===== config.mk =====
export PLATFORM = sky130hd
export DESIGN_NAME = collision_judge
export DESIGN_NICKNAME = d
export VERILOG_FILES = /design/src/rtl/game_pkg.sv /design/src/rtl/bcd_counter4.sv /design/src/rtl/collision_judge.sv
export SDC_FILE = /design/constraint.sdc
export NUM_CORES = 1
export LEC_CHECK = 0
export CORE_MARGIN = 2
export CORE_UTILIZATION = 42
export DETAILED_ROUTE_END_ITERATION = 8
export DONT_BUFFER_PORTS = 1
export HOLD_SLACK_MARGIN = 0.12
export SLEW_MARGIN = 30
export SYNTH_ARGS = -nofsm -noshare
export SYNTH_HDL_FRONTEND = slang
export SYNTH_SLANG_ARGS = --single-unit

===== constraint.sdc =====
create_clock -name clk -period 2.51 [get_ports clk]
set_input_delay 0.3765 -clock clk [delete_from_list [all_inputs] [get_ports clk]]
set_output_delay 0.3765 -clock clk [all_outputs]
set_load 0.005 [all_outputs]

===== src/rtl/game_pkg.sv =====
// Shared types and constants for the collision/score path of the shooter game.
package game_pkg;

    localparam int H_ACTIVE_DEF   = 640;
    localparam int V_ACTIVE_DEF   = 480;
    localparam int SPRITE_SIZE    = 50;
    localparam int SCREEN_W_LIMIT = 590;

    localparam int BCD_DIGIT_W = 4;
    localparam int BCD_DIGITS  = 4;

    typedef enum logic [1:0] {
        ST_RUN       = 2'd0,
        ST_EXPLODE   = 2'd1,
        ST_GAME_OVER = 2'd2
    } state_e;

endpackage


===== src/rtl/bcd_counter4.sv =====
// Four-digit BCD up-counter with synchronous clear; 9999 rolls over to 0000.
module bcd_counter4
    import game_pkg::*;
(
    input  logic                              clk,
    input  logic                              rst,
    input  logic                              clr,
    input  logic                              inc,
    output logic [BCD_DIGITS*BCD_DIGIT_W-1:0] count
);

    localparam int W = BCD_DIGITS * BCD_DIGIT_W;

    logic [W-1:0] count_q;
    logic [W-1:0] count_d;
    logic         carry;

    always_comb begin
        count_d = count_q;
        carry   = inc;
        for (int i = 0; i < BCD_DIGITS; i++) begin
            if (carry) begin
                if (count_q[i*BCD_DIGIT_W +: BCD_DIGIT_W] == BCD_DIGIT_W'(9)) begin
                    count_d[i*BCD_DIGIT_W +: BCD_DIGIT_W] = '0;
                end else begin
                    count_d[i*BCD_DIGIT_W +: BCD_DIGIT_W] =
                        count_q[i*BCD_DIGIT_W +: BCD_DIGIT_W] + BCD_DIGIT_W'(1);
                    carry = 1'b0;
                end
            end
        end
        if (clr) begin
            count_d = '0;
        end
    end

    always_ff @(posedge clk) begin
        if (rst) begin
            count_q <= '0;
        end else begin
            count_q <= count_d;
        end
    end

    assign count = count_q;

endmodule


===== src/rtl/collision_judge.sv =====
// Per-frame hit/crash judge: accumulates sprite overlaps over the active area,
// then drives boom, explosion cooldown, BCD score and lives at each frame end.
//
//   state        | meaning
//   ST_RUN       | normal play, overlaps are judged at frame end
//   ST_EXPLODE   | enemy exploding, player invulnerable for EXPLODE_FRAMES frames
//   ST_GAME_OVER | no lives left, score frozen until restart
module collision_judge
    import game_pkg::*;
#(
    parameter int H_ACTIVE       = H_ACTIVE_DEF,
    parameter int V_ACTIVE       = V_ACTIVE_DEF,
    parameter int EXPLODE_FRAMES = 16,
    parameter int INIT_LIVES     = 3
) (
    input  logic        clk,
    input  logic        rst,
    input  logic [9:0]  x,
    input  logic [9:0]  y,
    input  logic        enemy_en,
    input  logic        bullet_en,
    input  logic        player_en,
    input  logic [9:0]  enemy_x,
    input  logic [9:0]  enemy_y,
    input  logic        restart,
    output logic        boom,
    output logic        explode_active,
    output logic [9:0]  explode_x,
    output logic [9:0]  explode_y,
    output logic [15:0] score,
    output logic [3:0]  lives,
    output logic        game_over
);

    localparam logic [9:0] X_END      = 10'(H_ACTIVE);
    localparam logic [9:0] Y_END      = 10'(V_ACTIVE);
    localparam logic [9:0] X_LAST     = 10'(H_ACTIVE - 1);
    localparam logic [9:0] Y_LAST     = 10'(V_ACTIVE - 1);
    localparam logic [7:0] CNT_LAST   = 8'(EXPLODE_FRAMES - 1);
    localparam logic [3:0] LIVES_INIT = 4'(INIT_LIVES);

    state_e     state_q, state_d;
    logic       hit_q, hit_d;
    logic       crash_q, crash_d;
    logic       at_last_q, at_last_d;
    logic [7:0] frame_cnt_q, frame_cnt_d;
    logic       boom_q, boom_d;
    logic [9:0] ex_x_q, ex_x_d;
    logic [9:0] ex_y_q, ex_y_d;
    logic [3:0] lives_q, lives_d;

    logic active, at_last, frame_end;
    logic hit_now, crash_now, eff_hit, eff_crash;
    logic score_inc;

    assign active    = (x < X_END) && (y < Y_END);
    assign at_last   = (x == X_LAST) && (y == Y_LAST);
    // A last pixel held for several clocks must be judged only once.
    assign frame_end = at_last & ~at_last_q;
    assign hit_now   = active & enemy_en & bullet_en;
    assign crash_now = active & enemy_en & player_en;
    assign eff_hit   = hit_q | hit_now;
    assign eff_crash = crash_q | crash_now;

    always_comb begin
        state_d     = state_q;
        hit_d       = hit_q | hit_now;
        crash_d     = crash_q | crash_now;
        at_last_d   = at_last;
        frame_cnt_d = frame_cnt_q;
        boom_d      = 1'b0;
        ex_x_d      = ex_x_q;
        ex_y_d      = ex_y_q;
        lives_d     = lives_q;
        score_inc   = 1'b0;

        if (restart) begin
            state_d     = ST_RUN;
            hit_d       = 1'b0;
            crash_d     = 1'b0;
            frame_cnt_d = '0;
            lives_d     = LIVES_INIT;
        end else if (frame_end) begin
            hit_d   = 1'b0;
            crash_d = 1'b0;
            unique case (state_q)
                ST_RUN: begin
                    if (eff_hit) begin
                        boom_d      = 1'b1;
                        ex_x_d      = enemy_x;
                        ex_y_d      = enemy_y;
                        score_inc   = 1'b1;
                        frame_cnt_d = '0;
                        state_d     = ST_EXPLODE;
                    end
                    // Losing the last life overrides the explosion transition.
                    if (eff_crash && (lives_q != 4'd0)) begin
                        lives_d = lives_q - 4'd1;
                        if (lives_q == 4'd1) begin
                            state_d = ST_GAME_OVER;
                        end
                    end
                end
                ST_EXPLODE: begin
                    if (frame_cnt_q == CNT_LAST) begin
                        frame_cnt_d = '0;
                        state_d     = ST_RUN;
                    end else begin
                        frame_cnt_d = frame_cnt_q + 8'd1;
                    end
                end
                ST_GAME_OVER: begin
                    state_d = ST_GAME_OVER;
                end
                default: begin
                    state_d = ST_RUN;
                end
            endcase
        end
    end

    always_ff @(posedge clk) begin
        if (rst) begin
            state_q     <= ST_RUN;
            hit_q       <= 1'b0;
            crash_q     <= 1'b0;
            at_last_q   <= 1'b0;
            frame_cnt_q <= '0;
            boom_q      <= 1'b0;
            ex_x_q      <= '0;
            ex_y_q      <= '0;
            lives_q     <= LIVES_INIT;
        end else begin
            state_q     <= state_d;
            hit_q       <= hit_d;
            crash_q     <= crash_d;
            at_last_q   <= at_last_d;
            frame_cnt_q <= frame_cnt_d;
            boom_q      <= boom_d;
            ex_x_q      <= ex_x_d;
            ex_y_q      <= ex_y_d;
            lives_q     <= lives_d;
        end
    end

    bcd_counter4 u_score (
        .clk   (clk),
        .rst   (rst),
        .clr   (restart),
        .inc   (score_inc),
        .count (score)
    );

    assign boom           = boom_q;
    assign explode_active = (state_q == ST_EXPLODE);
    assign explode_x      = ex_x_q;
    assign explode_y      = ex_y_q;
    assign lives          = lives_q;
    assign game_over      = (state_q == ST_GAME_OVER);

endmodule


==> qor.yml, run 1 <==
status:
  status: "completed"
clock_tree:
  ctsHtreeMaxLevel: 2
  path_clk_slew_ps: 90
  cts.sinks: 54
  clockRootBuffer: "clkbuf_8"
  post_cts_buffers: 0
  ctsResizeCount: 0
  cts_hold_buffers: 1
  cts_buffer_depth: 2
  numCtsBuffers: 5
  clock_latency_ps: 310
  cts_tree: "done"
finish:
  fin_nets: 359
  drive_gt1_frac: 0.0839
  n_antenna_cell: 0
  syn_to_final_growth_pct: 10.5
placement:
  io_buffers: 0
  place_congestion: 0.822
  dp_hpwl_mm: 4.62
yosys:
  syn_avg_cell_area_um2: 8.84
  ys_async_sr_fraction: 0
  syn_nets: 350
  seq_area_frac_synth: 0.408
  synth_cell_types: 46
  ys.flop_type: "dfxtp_1"
  ys_seq_elements: 54
  yosys_warnings: 0
  synth_edf_count: 0
  synth_cells: 300
  syn-cell-area_mm2: 0.00265
timing:
  slew_viol_final: 0
  max_freq_ghz: 0.463
  relSlewSlack: 0.428
  tightestPinTransition_ps: 852
  setup_violations: 0
  tns_ps: 0
  post-route-period-util: 0.861
  finalCriticalPeriod_ps: 2160
  grt_setup_unrepaired: "false"
  hold_viol: 0
  clock_skew_ps: 15.8
worst_setup_path:
  critical_path_peak_fanout: 8
  crit_chain: "or4b_2 > nor4_4 > nand3_1 > or3_1 > o41ai_1"
  slowest_stage: "or4b_2"
  cp-start-kind: "input port"
  worstPathArrival_ps: 2350
  cp-end-kind: "flip-flop"
  r2r-start: "lives[0]$_SDFFE_PP1P_"
  startpoint: "x[8]"
  worst-setup-path-type: "in -> reg"
  crit_required_ps: 2700
  cpPeakStageDelay_ps: 700
routing:
  vias_per_cell: 6.03
  drc: 0
  ant_nets: 0
  vias: 2321
  routedWlPerCell_um: 16.7
  drtIter0Drc: 83
  dr.pass1.iters: 4
  routed_wirelength_mm: 6.42
pwr:
  peakVddDrop_uv: 346
  leakage_nw: 1.11
  power.density_mw_per_mm2: 513
  power_mw: 1.50
die:
  core_mm2: 0.00603
  start_util: 0.440
  rows: 28
  die_area_mm2: 0.00697
  ioPinCount: 89
  dieHeight_um: 83.5
  die_w_um: 83.5
grt:
  antenna_found_initial: 0
  grt_pass1_wl_mm: 10.3
  grt_use_total: 0.176
  overflow: 0
  grt_max_degree: 26
  first_global_vias: 2110
min_path:
  min_from: "rst"
  hp-class: "in -> reg"
flow_run:
  max-cap-violations: 0
-- registers in the layout, indices dropped and copies added (netlist names) --
name,flops
frame_cnt_q,8
boom,1
at_last_q,1
state_q,2
lives,4
explode_x,10
crash_q,1
hit_q,1
explode_y,10
u_score.count,16
-- through the flow --
| stage | cell area, µm² | instances | setup WS (ps) | utilization | hold slack [ps] |
|---|---|---|---|---|---|
| after global placement | 2770 | 372 | 132 | 0.459 | 451 |
| after floorplan | 2650 | 300 | 359 | - | 456 |
| after detailed placement | 2770 | 372 | 89.1 | 0.459 | 454 |
| after global routing | 2930 | 385 | 243 | 0.487 | 123 |
| final | 2930 | 385 | 350 | 0.487 | 138 |
| after CTS | 2890 | 381 | 387 | 0.480 | 125 |
-- routing by layer --
layer,routed length (µm),vias to the layer above,global-route usage
li1,-,1148,-
met1,2850,1073,0.239
met2,2960,96,0.280
met3,566,4,0.0504
met4,48,0,0.0396
met5,0,-,0
-- Yosys cell counts, types with 2 or more instances --
library cell / number / area (µm²)
o21a_1: 3 / 22.5
buf_2: 2 / 10.0
dfxtp_1: 54 / 1080
o41ai_1: 5 / 43.8
a21oi_1: 15 / 75.1
o21ai_0: 16 / 80.1
ha_1: 4 / 50.1
inv_1: 12 / 45.0
or3_1: 9 / 56.3
and2_1: 2 / 12.5
and3_1: 3 / 18.8
o2111ai_1: 3 / 26.3
nand3_1: 11 / 55.1
or4_1: 10 / 75.1
nor3_1: 12 / 60.1
nand4b_1: 4 / 35.0
o311ai_0: 4 / 35.0
nor4_1: 3 / 18.8
nand4_1: 8 / 50.1
nor2b_1: 6 / 37.5
a31oi_1: 5 / 31.3
nor2_1: 33 / 124
o211ai_1: 2 / 15.0
nand2_1: 14 / 52.6
nand2b_1: 4 / 25.0
mux2i_1: 23 / 230
o31ai_1: 7 / 52.6
clkbuf_1: 8 / 30.0
-- kinds of logic after synthesis --
logic type / count (synthesis) / synth area share
compound gates: 66 / 0.175
xor+xnor: 1 / 0.00330
buf+inv: 24 / 0.0377
mux: 23 / 0.0868
simple gates: 128 / 0.270
fa+ha+maj: 4 / 0.0189
flops: 54 / 0.408
-- worst paths after layout --
check                                     end  slack, ps  cells past startpoint
setup reg to reg        lives[2]$_SDFFE_PP0P_        550                      6
setup / recovery  frame_cnt_q[3]$_SDFFE_PP0P_        350                      5
hold / removal      explode_y[4]$_SDFFE_PP0P_        140                      1
hold reg to reg   frame_cnt_q[7]$_SDFFE_PP0P_        500                      2
-- cell type report --
type | instances | area (µm²)
sequential | 54 | 1080
inverter | 12 | 45.0
tap | 75 | 93.8
timing repair buffer | 14 | 118
clock buffer | 5 | 68.8
fill | 604 | 3090
multi-input combinational | 222 | 1480
clock inverter | 3 | 47.5
-- power by group --
part / internal, mW / leakage [nW] / total, mW / switching (mW)
clock network: 0.303 / 0.0587 / 0.600 / 0.297
logic: 0.0176 / 0.613 / 0.0459 / 0.0283
registers: 0.857 / 0.435 / 0.857 / 0.000687
total: 1.18 / 1.11 / 1.50 / 0.326
-- cell usage in the layout, fill, tap and decap left out, drive strengths merged, types with 3 or more instances in the layout --
cell type / netlist / routed
a31oi: 5 / 5
dfxtp: 54 / 54
o41ai: 5 / 5
nand4: 8 / 8
inv: 12 / 13
nor2b: 6 / 6
nand2b: 4 / 4
or4: 10 / 10
nand3: 11 / 11
buf: 4 / 9
nand4b: 4 / 4
dlygate4sd3: 0 / 5
mux2i: 23 / 23
o31ai: 7 / 7
o21a: 3 / 3
nor3: 13 / 13
nand2: 14 / 14
o2111ai: 4 / 4
ha: 4 / 4
nor2: 33 / 33
clkbuf: 8 / 5
o21ai: 16 / 16
or3: 9 / 9
a21oi: 15 / 15
nor4: 4 / 4
o311ai: 4 / 4
and3: 3 / 3
-- critical path, delay by kind of cell --
kind	cells	cell delay, ps
simple gates	4	1710
compound gates	1	270
Power figures use the tool's default switching activity.
==> run 2, diff against run 1 <==
CELL_PAD_IN_SITES_DETAIL_PLACEMENT = 0   (was unset)
CELL_PAD_IN_SITES_GLOBAL_PLACEMENT = 1   (was unset)
PLACE_DENSITY_LB_ADDON = 0.1   (was unset)
==> qor.yml, run 2 (synthesized netlist as in run 1, its figures left out) <==
pwr:
  power.density_mw_per_mm2: 517
  p_switching_uw: 337
  p_seq_frac: 0.568
  switching_share: 0.223
  leakage_nw: 1.10
  p_clk_frac: 0.401
  p_int_mw: 1.17
  peakVddDrop_uv: 317
  pwr-share-comb: 0.031
die:
  start_util: 0.440
  dieHeight_um: 83.5
  ioPinCount: 89
  die_w_um: 83.5
  core_mm2: 0.00603
  rows: 28
  die_area_mm2: 0.00697
finish:
  syn_to_final_growth_pct: 10.1
  layout.cells.non_filler: 385
  final_core_util: 0.485
  largest_reg_flops: 16
  final_common_cell: "dfxtp_1"
  final_cell_mix: "54 x dfxtp_1, 33 x nor2_1, 23 x mux2i_1, 16 x o21ai_0, 15 x a21oi_1"
  n_antenna_cell: 0
  stdcell_area_mm2: 0.00292
  fin_nets: 359
  drive_gt1_frac: 0.0935
clock_tree:
  ctsHtreeMaxLevel: 2
  cts_hold_buffers: 2
  post_cts_buffers: 0
  clock_latency_ps: 310
  clockRootBuffer: "clkbuf_8"
  ctsResizeCount: 0
  cts.sinks: 54
  cts_tree: "done"
  path_clk_slew_ps: 100
  cts_buffer_depth: 2
  numCtsBuffers: 5
worst_setup_path:
  cpPeakStageDelay_ps: 720
  path_buf_inv: 0
  slowest_stage: "or4b_2"
  worst-setup-path-type: "in -> reg"
  reg2reg_to: "lives[2]$_SDFFE_PP0P_"
  r2r-start: "lives[0]$_SDFFE_PP1P_"
  r2r_slack_ps: 510
  cp-start-kind: "input port"
  worstPathArrival_ps: 2350
  crit_required_ps: 2720
  startpoint: "x[8]"
  cp_top_family: "simple AND/OR/NAND/NOR gates"
  crit_chain: "or4b_2 > nor4_4 > nand3_1 > or3_1 > o41ai_1"
  reg2reg_depth: 6
  critical_path_peak_fanout: 7
  cp-end-kind: "flip-flop"
routing:
  vias_per_cell: 5.91
  vias: 2274
  routed_wirelength_mm: 6.42
  ant_nets: 0
  dr.pass1.iters: 4
  routedWlPerCell_um: 16.7
  drc: 0
  drtIter0Drc: 83
timing:
  clock_skew_ps: 6.53
  hold_viol: 0
  max_freq_ghz: 0.468
  grt_setup_unrepaired: "false"
  tightestPinTransition_ps: 796
  setup_violations: 0
  tns_ps: 0
  slew_viol_final: 0
  finalCriticalPeriod_ps: 2140
  setup_ws_ps: 371
  relSlewSlack: 0.467
  post-route-period-util: 0.852
grt:
  first_global_vias: 2074
  grt_pass1_wl_mm: 10.5
  grt_max_degree: 26
  grt_use_total: 0.184
  antenna_found_initial: 0
  overflow: 0
placement:
  dp_hpwl_mm: 4.56
  placed_cells: 375
  place_congestion: 0.800
  dpl_cell_area_mm2: 0.00279
  post-place-ws_ps: 53.2
  io_buffers: 0
flow_run:
  max-cap-violations: 0
min_path:
  whs_endpoint: "explode_x[9]$_SDFFE_PP0P_"
  hp-class: "in -> reg"
  min_from: "enemy_x[9]"
  hold_path_depth: 2
status:
  status: "completed"
-- run 2: metrics by stage --
step	power, mW	hold slack [ps]
after floorplan	0.911	456
after global placement	0.916	451
after detailed placement	0.916	455
after CTS	1.53	193
after global routing	1.56	191
final	1.51	203
-- run 2: worst max-delay path by stage --
stage / slack, ps / endpoint / cells past startpoint
finish: 370 / frame_cnt_q[5]$_SDFFE_PP0P_ / 5
global route: 230 / frame_cnt_q[5]$_SDFFE_PP0P_ / 5
CTS: 390 / frame_cnt_q[5]$_SDFFE_PP0P_ / 5
detailed placement: 50 / frame_cnt_q[5]$_SDFFE_PP0P_ / 5
global placement: 130 / frame_cnt_q[3]$_SDFFE_PP0P_ / 5
floorplan: 360 / frame_cnt_q[6]$_SDFFE_PP0P_ / 5
-- run 2: metal layers --
| layer | routed length (µm) | GRT usage |
|---|---|---|
| met5 | 0 | 0 |
| met3 | 379 | 0.0504 |
| met2 | 2880 | 0.285 |
| met4 | 114 | 0.0674 |
| met1 | 3050 | 0.245 |
-- run 2: power groups by stage --
stage	registers [mW]	clock network [mW]	logic, mW
floorplan	0.877	0	0.0335
global placement	0.877	0	0.0389
detailed placement	0.877	0	0.0389
CTS	0.858	0.627	0.0469
global route	0.858	0.656	0.0510
finish	0.857	0.606	0.0464
-- run 2: cell type report --
type	instances	area (µm²)
Sequential cell	54	1080
Tap cell	75	93.8
Clock inverter	3	43.8
Timing Repair Buffer	14	110
Fill cell	574	3110
Inverter	12	45.0
Clock buffer	5	68.8
Multi-Input combinational cell	222	1480
==> run 3, diff against run 2 <==
CTS_CLUSTER_DIAMETER = 80   (was unset)
PLACE_DENSITY = 0.78   (was unset)
PLACE_DENSITY_LB_ADDON = unset   (was 0.1)
==> qor.yml, run 3 (synthesized netlist as in run 1, its figures left out) <==
worst_setup_path:
  worstPathArrival_ps: 2300
  critical_path_peak_fanout: 7
  cp-start-kind: "input port"
  crit_required_ps: 2750
  crit_chain: "or4b_2 > nor4_4 > buf_4 > o2111ai_1 > or3_1 > a21oi_1"
  cp-end-kind: "flip-flop"
  cpPeakStageDelay_ps: 700
  worst-setup-path-type: "in -> reg"
  r2r_slack_ps: 550
  slowest_stage: "or4b_2"
finish:
  syn_to_final_growth_pct: 10.5
  final_cell_mix: "54 x dfxtp_1, 33 x nor2_1, 23 x mux2i_1, 16 x o21ai_0, 15 x a21oi_1"
  final_core_util: 0.486
  drive_gt1_frac: 0.0877
  stdcell_area_mm2: 0.00293
  n_antenna_cell: 0
  largest_reg_flops: 16
  n_fill_cell: 591
  fin_nets: 357
  final_common_cell: "dfxtp_1"
  layout.cells.non_filler: 383
clock_tree:
  cts_hold_buffers: 1
  ctsHtreeMaxLevel: 2
  ctsResizeCount: 0
  path_clk_slew_ps: 100
  clockRootBuffer: "clkbuf_8"
  post_cts_buffers: 0
  numCtsBuffers: 5
  cts.sinks: 54
  cts_tree: "done"
  clock_latency_ps: 300
  cts_buffer_depth: 2
placement:
  io_buffers: 0
  place_congestion: 0.834
  dp_hpwl_mm: 4.60
  dpl_cell_area_mm2: 0.00277
  placed_cells: 373
  post-place-ws_ps: 145
routing:
  dr.pass1.iters: 6
  vias: 2315
  routed_wirelength_mm: 6.28
  ant_nets: 0
  routedWlPerCell_um: 16.4
  route.met3.wl_um: 476
  drc: 0
  wl_met1_mm: 2.84
  dr_wl_met2_mm: 2.92
  dr.max_layer_used: "met4"
  vias_per_cell: 6.04
  drtIter0Drc: 110
die:
  ioPinCount: 89
  die_w_um: 83.5
  start_util: 0.440
  rows: 28
  die_area_mm2: 0.00697
  core_mm2: 0.00603
  dieHeight_um: 83.5
grt:
  grt_use_total: 0.178
  first_global_vias: 2153
  grt_max_degree: 26
  grt_pass1_wl_mm: 10.2
  overflow: 0
  antenna_found_initial: 0
timing:
  tightestPinTransition_ps: 851
  hold_ws_ps: 143
  setup_violations: 0
  relSlewSlack: 0.428
  hold_viol: 0
  post-route-period-util: 0.821
  grt_setup_unrepaired: "false"
  finalCriticalPeriod_ps: 2060
  slew_viol_final: 0
  tns_ps: 0
  clock_skew_ps: 8.26
  max_freq_ghz: 0.485
  setup_ws_ps: 450
pwr:
  p_seq_frac: 0.539
  power.density_mw_per_mm2: 543
  pwr-share-comb: 0.028
  p_switching_uw: 319
  leakage_nw: 1.10
  switching_share: 0.200
  p_int_mw: 1.27
  peakVddDrop_uv: 327
  p_clk_frac: 0.433
  power_mw: 1.59
flow_run:
  max-cap-violations: 0
status:
  status: "completed"
min_path:
  hp-class: "in -> reg"
==> run 3: cell count changes in the layout (fill, tap and decap cells not counted), sizes merged <==
cell	delta
bufinv	+1
inv	-1
buf	-2
==> run 3: per-layer routing <==
layer,global-route usage,vias up
met2,0.282,85
met1,0.231,1084
met4,0.0469,0
met5,0,-
met3,0.0643,2
li1,-,1144
==> run 3: layout make-up <==
type | instances | area (µm²) | share of cell area
Clock buffer | 5 | 68.8 | 0.0235
Clock inverter | 3 | 68.8 | 0.0235
Tap cell | 75 | 93.8 | 0.0320
Sequential cell | 54 | 1080 | 0.369
Timing Repair Buffer | 12 | 95.1 | 0.0325
Multi-Input combinational cell | 222 | 1480 | 0.504
Inverter | 12 | 45.0 | 0.0154
==> run 3: critical path, delay by kind of cell <==
| kind | cells | cell delay [ps] |
|---|---|---|
| AND/OR/NAND/NOR | 3 | 1340 |
| AO/OA/AOI/OAI | 2 | 430 |
| buffers and inverters | 1 | 160 |
==> run 3: power groups by stage <==
stage               clock (mW)  combinational [mW]  sequential (mW)
global placement             0              0.0371            0.877
global route             0.739              0.0478            0.858
floorplan                    0              0.0335            0.877
detailed placement           0              0.0370            0.877
finish                   0.689              0.0438            0.857
CTS                      0.706              0.0408            0.857
==> run 3: worst paths after layout <==
path	startpoint	end	cells past startpoint
setup / recovery	x[8]	u_score.count[4]$_SDFFE_PP0N_	6
hold / removal	rst	at_last_q$_SDFF_PP0_	1
setup reg to reg	lives[0]$_SDFFE_PP1P_	lives[2]$_SDFFE_PP0P_	6
hold reg to reg	frame_cnt_q[7]$_SDFFE_PP0P_	frame_cnt_q[7]$_SDFFE_PP0P_	2
